File: src/rtl/picorv_pkg.sv
// -----------------------------------------------------------------------------
// picorv_pkg
// Shared definitions for the two-master PicoRV32 native-memory arbiter.
//   arb_state_t   : arbiter FSM encoding (IDLE, GRANT0, GRANT1, RELEASE)
//   TIMEOUT_RDATA : read data returned to a requester whose transfer timed out
//   cnt_width()   : watchdog counter width, never narrower than 8 bits
// -----------------------------------------------------------------------------
package picorv_pkg;

    typedef enum logic [1:0] {
        ST_IDLE    = 2'd0,
        ST_GRANT0  = 2'd1,
        ST_GRANT1  = 2'd2,
        ST_RELEASE = 2'd3
    } arb_state_t;

    localparam logic [31:0] TIMEOUT_RDATA = 32'h0000_0000;

    // Wide enough to hold TIMEOUT, with an 8-bit floor.
    function automatic int cnt_width(input int timeout);
        int w;
        w = $clog2(timeout + 1);
        return (w > 8) ? w : 8;
    endfunction

endpackage

File: src/rtl/rr_pick2.sv
// -----------------------------------------------------------------------------
// rr_pick2
// Two-way round-robin selector.
//   req[1:0] : pending requests
//   last     : index of the previously granted requester
//   winner   : chosen requester; only meaningful when req != 0
// A lone requester always wins; on a tie the requester that was not granted
// last time wins.
// -----------------------------------------------------------------------------
module rr_pick2 (
    input  logic [1:0] req,
    input  logic       last,
    output logic       winner
);

    assign winner = (&req) ? ~last : req[1];

endmodule

File: src/rtl/picorv32_mem_arbiter.sv
// -----------------------------------------------------------------------------
// picorv32_mem_arbiter
// Arbitrates two PicoRV32 native memory masters (m0, m1) onto one downstream
// native port feeding the FreeAHB adapter.
//
// Ports
//   freeahb_clk, freeahb_resetn   : clock, async active-low reset
//   mX_mem_valid/instr/addr/wdata/wstrb : requester X transfer request
//   mX_mem_ready/rdata            : completion and read data back to X
//   s_mem_valid/instr/addr/wdata/wstrb  : downstream request
//   s_mem_ready/rdata             : downstream completion and read data
//   grant_id                      : current/last granted requester
//   timeout_err                   : one-cycle pulse when the watchdog fires
//
// Flow: IDLE picks a requester (round-robin on ties), GRANTx connects that
// requester straight through to the slave until completion, abandon or
// watchdog expiry, then RELEASE drops s_mem_valid for one cycle so the adapter
// always sees a gap between transfers.
// -----------------------------------------------------------------------------
module picorv32_mem_arbiter
    import picorv_pkg::*;
#(
    parameter int TIMEOUT = 255
) (
    input  logic        freeahb_clk,
    input  logic        freeahb_resetn,

    input  logic        m0_mem_valid,
    input  logic        m0_mem_instr,
    input  logic [31:0] m0_mem_addr,
    input  logic [31:0] m0_mem_wdata,
    input  logic [3:0]  m0_mem_wstrb,
    output logic        m0_mem_ready,
    output logic [31:0] m0_mem_rdata,

    input  logic        m1_mem_valid,
    input  logic        m1_mem_instr,
    input  logic [31:0] m1_mem_addr,
    input  logic [31:0] m1_mem_wdata,
    input  logic [3:0]  m1_mem_wstrb,
    output logic        m1_mem_ready,
    output logic [31:0] m1_mem_rdata,

    output logic        s_mem_valid,
    output logic        s_mem_instr,
    output logic [31:0] s_mem_addr,
    output logic [31:0] s_mem_wdata,
    output logic [3:0]  s_mem_wstrb,
    input  logic        s_mem_ready,
    input  logic [31:0] s_mem_rdata,

    output logic        grant_id,
    output logic        timeout_err
);

    localparam int CW = cnt_width(TIMEOUT);
    // The watchdog fires in the TIMEOUT-th waiting cycle of a grant. The
    // counter is 0 in the first grant cycle, so that cycle is when it
    // holds TIMEOUT-1.
    localparam logic [CW-1:0] TO_LAST = (TIMEOUT > 0) ? CW'(TIMEOUT - 1) : '0;
    localparam bit WD_EN = (TIMEOUT > 0);

    arb_state_t    state;
    logic          grant_q;
    logic [CW-1:0] wd_cnt;

    logic          in_grant;
    logic          sel1;
    logic          sel_valid;
    logic          done_ok;
    logic          done_to;
    logic          abandon;
    logic          winner;
    logic [31:0]   rdata_out;

    rr_pick2 u_rr_pick2 (
        .req    ({m1_mem_valid, m0_mem_valid}),
        .last   (grant_q),
        .winner (winner)
    );

    assign in_grant  = (state == ST_GRANT0) || (state == ST_GRANT1);
    assign sel1      = (state == ST_GRANT1);
    assign sel_valid = sel1 ? m1_mem_valid : m0_mem_valid;

    // A requester that drops valid mid-grant gets no completion, even if the
    // slave happens to finish in that same cycle. A real slave completion
    // beats a simultaneous watchdog expiry.
    assign abandon   = in_grant && !sel_valid;
    assign done_ok   = in_grant && sel_valid && s_mem_ready;
    assign done_to   = WD_EN && in_grant && sel_valid && !s_mem_ready &&
                       (wd_cnt == TO_LAST);

    assign rdata_out = done_to ? TIMEOUT_RDATA : s_mem_rdata;

    // Downstream request: straight pass-through from the granted requester,
    // forced to zero outside a grant.
    assign s_mem_valid = in_grant;
    assign s_mem_instr = in_grant && (sel1 ? m1_mem_instr : m0_mem_instr);
    assign s_mem_addr  = in_grant ? (sel1 ? m1_mem_addr  : m0_mem_addr)  : 32'h0;
    assign s_mem_wdata = in_grant ? (sel1 ? m1_mem_wdata : m0_mem_wdata) : 32'h0;
    assign s_mem_wstrb = in_grant ? (sel1 ? m1_mem_wstrb : m0_mem_wstrb) : 4'h0;

    // Upstream completion to the granted requester only.
    assign m0_mem_ready = (state == ST_GRANT0) && (done_ok || done_to);
    assign m1_mem_ready = (state == ST_GRANT1) && (done_ok || done_to);
    assign m0_mem_rdata = (state == ST_GRANT0) ? rdata_out : 32'h0;
    assign m1_mem_rdata = (state == ST_GRANT1) ? rdata_out : 32'h0;

    assign grant_id    = grant_q;
    assign timeout_err = done_to;

    always_ff @(posedge freeahb_clk or negedge freeahb_resetn) begin
        if (!freeahb_resetn) begin
            state   <= ST_IDLE;
            grant_q <= 1'b1;      // m0 wins the first tie after reset
            wd_cnt  <= '0;
        end else begin
            case (state)
                ST_IDLE: begin
                    if (m0_mem_valid || m1_mem_valid) begin
                        state   <= winner ? ST_GRANT1 : ST_GRANT0;
                        grant_q <= winner;
                        wd_cnt  <= '0;
                    end
                end
                ST_GRANT0, ST_GRANT1: begin
                    if (abandon || done_ok || done_to) begin
                        state <= ST_RELEASE;
                    end else begin
                        wd_cnt <= wd_cnt + 1'b1;
                    end
                end
                ST_RELEASE: begin
                    state <= ST_IDLE;
                end
                default: begin
                    state <= ST_IDLE;
                end
            endcase
        end
    end

endmodule
File: config.mk
export PLATFORM = sky130hd
export DESIGN_NAME = picorv32_mem_arbiter
export DESIGN_NICKNAME = d
export VERILOG_FILES = /design/src/rtl/picorv_pkg.sv /design/src/rtl/rr_pick2.sv /design/src/rtl/picorv32_mem_arbiter.sv
export SDC_FILE = /design/constraint.sdc
export NUM_CORES = 1
export LEC_CHECK = 0
export CAP_MARGIN = 30
export CORE_AREA = 5 5 117 119
export CTS_BUF_LIST = sky130_fd_sc_hd__clkbuf_8
export DETAILED_ROUTE_END_ITERATION = 16
export DIE_AREA = 0 0 122 124
export DONT_BUFFER_PORTS = 1
export GPL_TIMING_DRIVEN = 0
export REMOVE_ABC_BUFFERS = 1
export SLEW_MARGIN = 15
export SYNTH_ARGS = -nofsm -noshare
export SYNTH_HDL_FRONTEND = slang
export SYNTH_SLANG_ARGS = --single-unit
File: constraint.sdc
create_clock -name freeahb_clk -period 2.7 [get_ports freeahb_clk]
set_input_delay 0.27 -clock freeahb_clk [delete_from_list [all_inputs] [get_ports freeahb_clk]]
set_output_delay 0.27 -clock freeahb_clk [all_outputs]
set_load 0.05 [all_outputs]
==> flow_summary.toml <==
[cts]
clock-sinks = 11
cts_buffer_depth = 2
cts_root_buf = "clkbuf_8"
cts.clk_slew.worst_paths_ns = 0.05
numCtsBuffers = 3
clk_latency_ns = 0.24
cts_tree = "yes"
h-tree-depth = 1

[sta]
rsz0062_at_grt = "true"
drv_slew = 0
slew-limit-headroom_pct = 35.38
period_minus_slack_ns = 2.636
period_share_pct = 97.62
hold_viol_final = 0
max_freq_ghz = 0.3794
finalClockSkew_ns = 0.003600
setup_viol = 0
timing.final.ws_setup_ns = 0.06419
tightestPinTransition_ns = 0.9658

[worst_setup_path]
required_ns = 2.43
path_cells = "inv_2 -> ha_4 -> buf_4 -> buf_16 -> mux2i_1 -> nor2_1"
crit_type = "reg2out"
critPathTopFamily = "simple AND/OR/NAND/NOR gates"
arrival_ns = 2.37
path_buf_inv = 3
critPathMaxFanout = 53
critPathLaunchType = "flip-flop"
cp-end-kind = "output pin"
critPathMaxStageDelay_ns = 0.70
cpMaxStageDelayCell = "nor2_1"

[global_routing]
grt_pass1_wl_microns = 14120
antenna_found_initial = 0
grt_max_degree = 57
track_usage_pct = 12.28
grt_pass1_vias = 2215
grt_overflow = 0

[floorplan]
die_w_microns = 122
core_sq_um = 12470
die_area_sq_um = 15130
initial_core_util_pct = 17.76
io_pins = 313
rows = 41
die_y_microns = 124

[layout]
drive_gt1_share_pct = 40.43
area_delta_synth_final_pct = 36.01
fin_nets = 506
fillers = 1368
num_antenna_cells = 0

[routing]
ant_nets = 0
via_count = 2366
first_pass_iters = 4
via_per_inst = 4.770
drt_iter0_markers = 69
drc_errors = 0
wl_per_cell_microns = 22.56
wirelength_microns = 11190

[placement]
pre_cts_ws_ns = -0.7181
globalplace.congestion = 0.7774
port_buffers = 0
hpwl_microns = 9003

[synthesis]
synthFlopType = "dfrtp_1"
synthesis.area_sq_um = 2213
async_flop_share_pct = 100.0
ys_ff_latch = 11
syn_inst = 308
yosysTopAreaCellShare_pct = 31.66
syn_avg_cell_area_sq_um = 7.186
synth_cell_type_count = 40
netlist_top_cells_count = "nor2_1 (74), mux2i_1 (70), and2_1 (67)"
synth-warning-count = 0
yosysMostFrequentCell = "nor2_1"
synth.yosys.seq_area_share_pct = 12.49
synth_edf_count = 0
yosys-top-cells-area = "mux2i_1 (32%), and2_1 (19%), nor2_1 (13%), dfrtp_1 (11%), ha_1 (3.4%)"
synth_top_area_cell = "mux2i_1"

[run_status]
status = "finished, final reports clean"

[job]
max_cap_violations = 0

[hold_path]
min_path_type = "in2reg"
-- worst paths after layout --
check                                     from        endpoint  slack [ns]  depth (start not counted)
worst min register to register       wd_cnt[1]       wd_cnt[1]        0.56                          1
min in group asynchronous       freeahb_resetn       wd_cnt[0]        0.43                          1
worst max-delay path                  state[0]  s_mem_addr[31]        0.06                          6
worst min-delay path              m0_mem_valid        grant_id        0.09                          1
max in group asynchronous       freeahb_resetn        grant_id        1.91                          1
worst max register to register        state[1]       wd_cnt[3]        0.39                          7
-- cells in the final DEF, fill, tap and decap left out, types with 4 or more instances in the layout --
master and instances:
nor2_1 61, dfrtp_1 10, mux2i_1 69, nand2_1 8, buf_6 19, buf_4 6, and2_2 23, buf_12 4
ha_1 4, and2_4 41, o21ai_0 4, nand3_1 4, nor2_2 13, inv_1 4
-- sequential cells by signal, indices dropped and copies added (netlist names) --
register,flops
wd_cnt,8
state,2
grant_id,1
-- per-layer routing --
metal / share of wire (%) / wire length [microns] / global-route usage [%] / up-vias
li1: - / - / - / 1064
met1: 38 / 4258 / 15.12 / 1119
met2: 46 / 5126 / 19.16 / 176
met3: 16 / 1763 / 7.402 / 7
met4: 0.38 / 42 / 1.050 / 0
met5: 0 / 0 / 0 / -
-- layout make-up --
type	count	area, sq um	area share [%]
clock buffer	3	41.29	1.372
multi-input combinational	271	2069	68.74
clock inverter	1	3.754	0.1247
tap	172	215.2	7.149
inverter	6	22.52	0.7481
timing repair buffer	32	381.6	12.68
sequential	11	276.5	9.185
-- cell families after synthesis --
logic type	count (synthesis)	share of synthesized area [%]
DFF	11	12.49
buffers and inverters	28	5.144
AOI/OAI and AO/OA	20	6.275
and+or+nand+nor	171	40.14
adders and majority gates	6	3.392
xor gates and xnor gates	1	0.3958
muxes	71	32.16
-- stage by stage --
stage	std cells	TNS, ns	util, %	area, sq um	hold WS (ns)
floorplan	286	-288.57	-	2122	-0.02559
global placement	458	-383.13	18.75	2337	-0.02526
detailed placement	479	-46.80	20.93	2609	-0.02525
CTS	490	0	23.41	2918	0.08403
global route	496	-0.1670	24.15	3010	0.08333
finish	496	0	24.15	3010	0.08596
-- repair_timing --
item,in CTS,in global routing
endpoints found under the hold margin,11,0
setup buffers,5,6
resized for setup,114,18
hold buffers,1,0
pin swaps,3,34
endpoints found under the setup margin,136,96
gates cloned,1,1
-- worst reg2reg max path, delay by kind of cell, from the launching register on --
family	cells	cell delay (ns)
AO/OA/AOI/OAI	1	0.30
adder cells (fa/ha/maj)	1	0.42
flip-flops	1	0.40
AND/OR/NAND/NOR	3	0.81
buffers and inverters	2	0.28
Power is not shown: default switching activity piles up to over one toggle a cycle in this logic, so the estimate is an artifact.
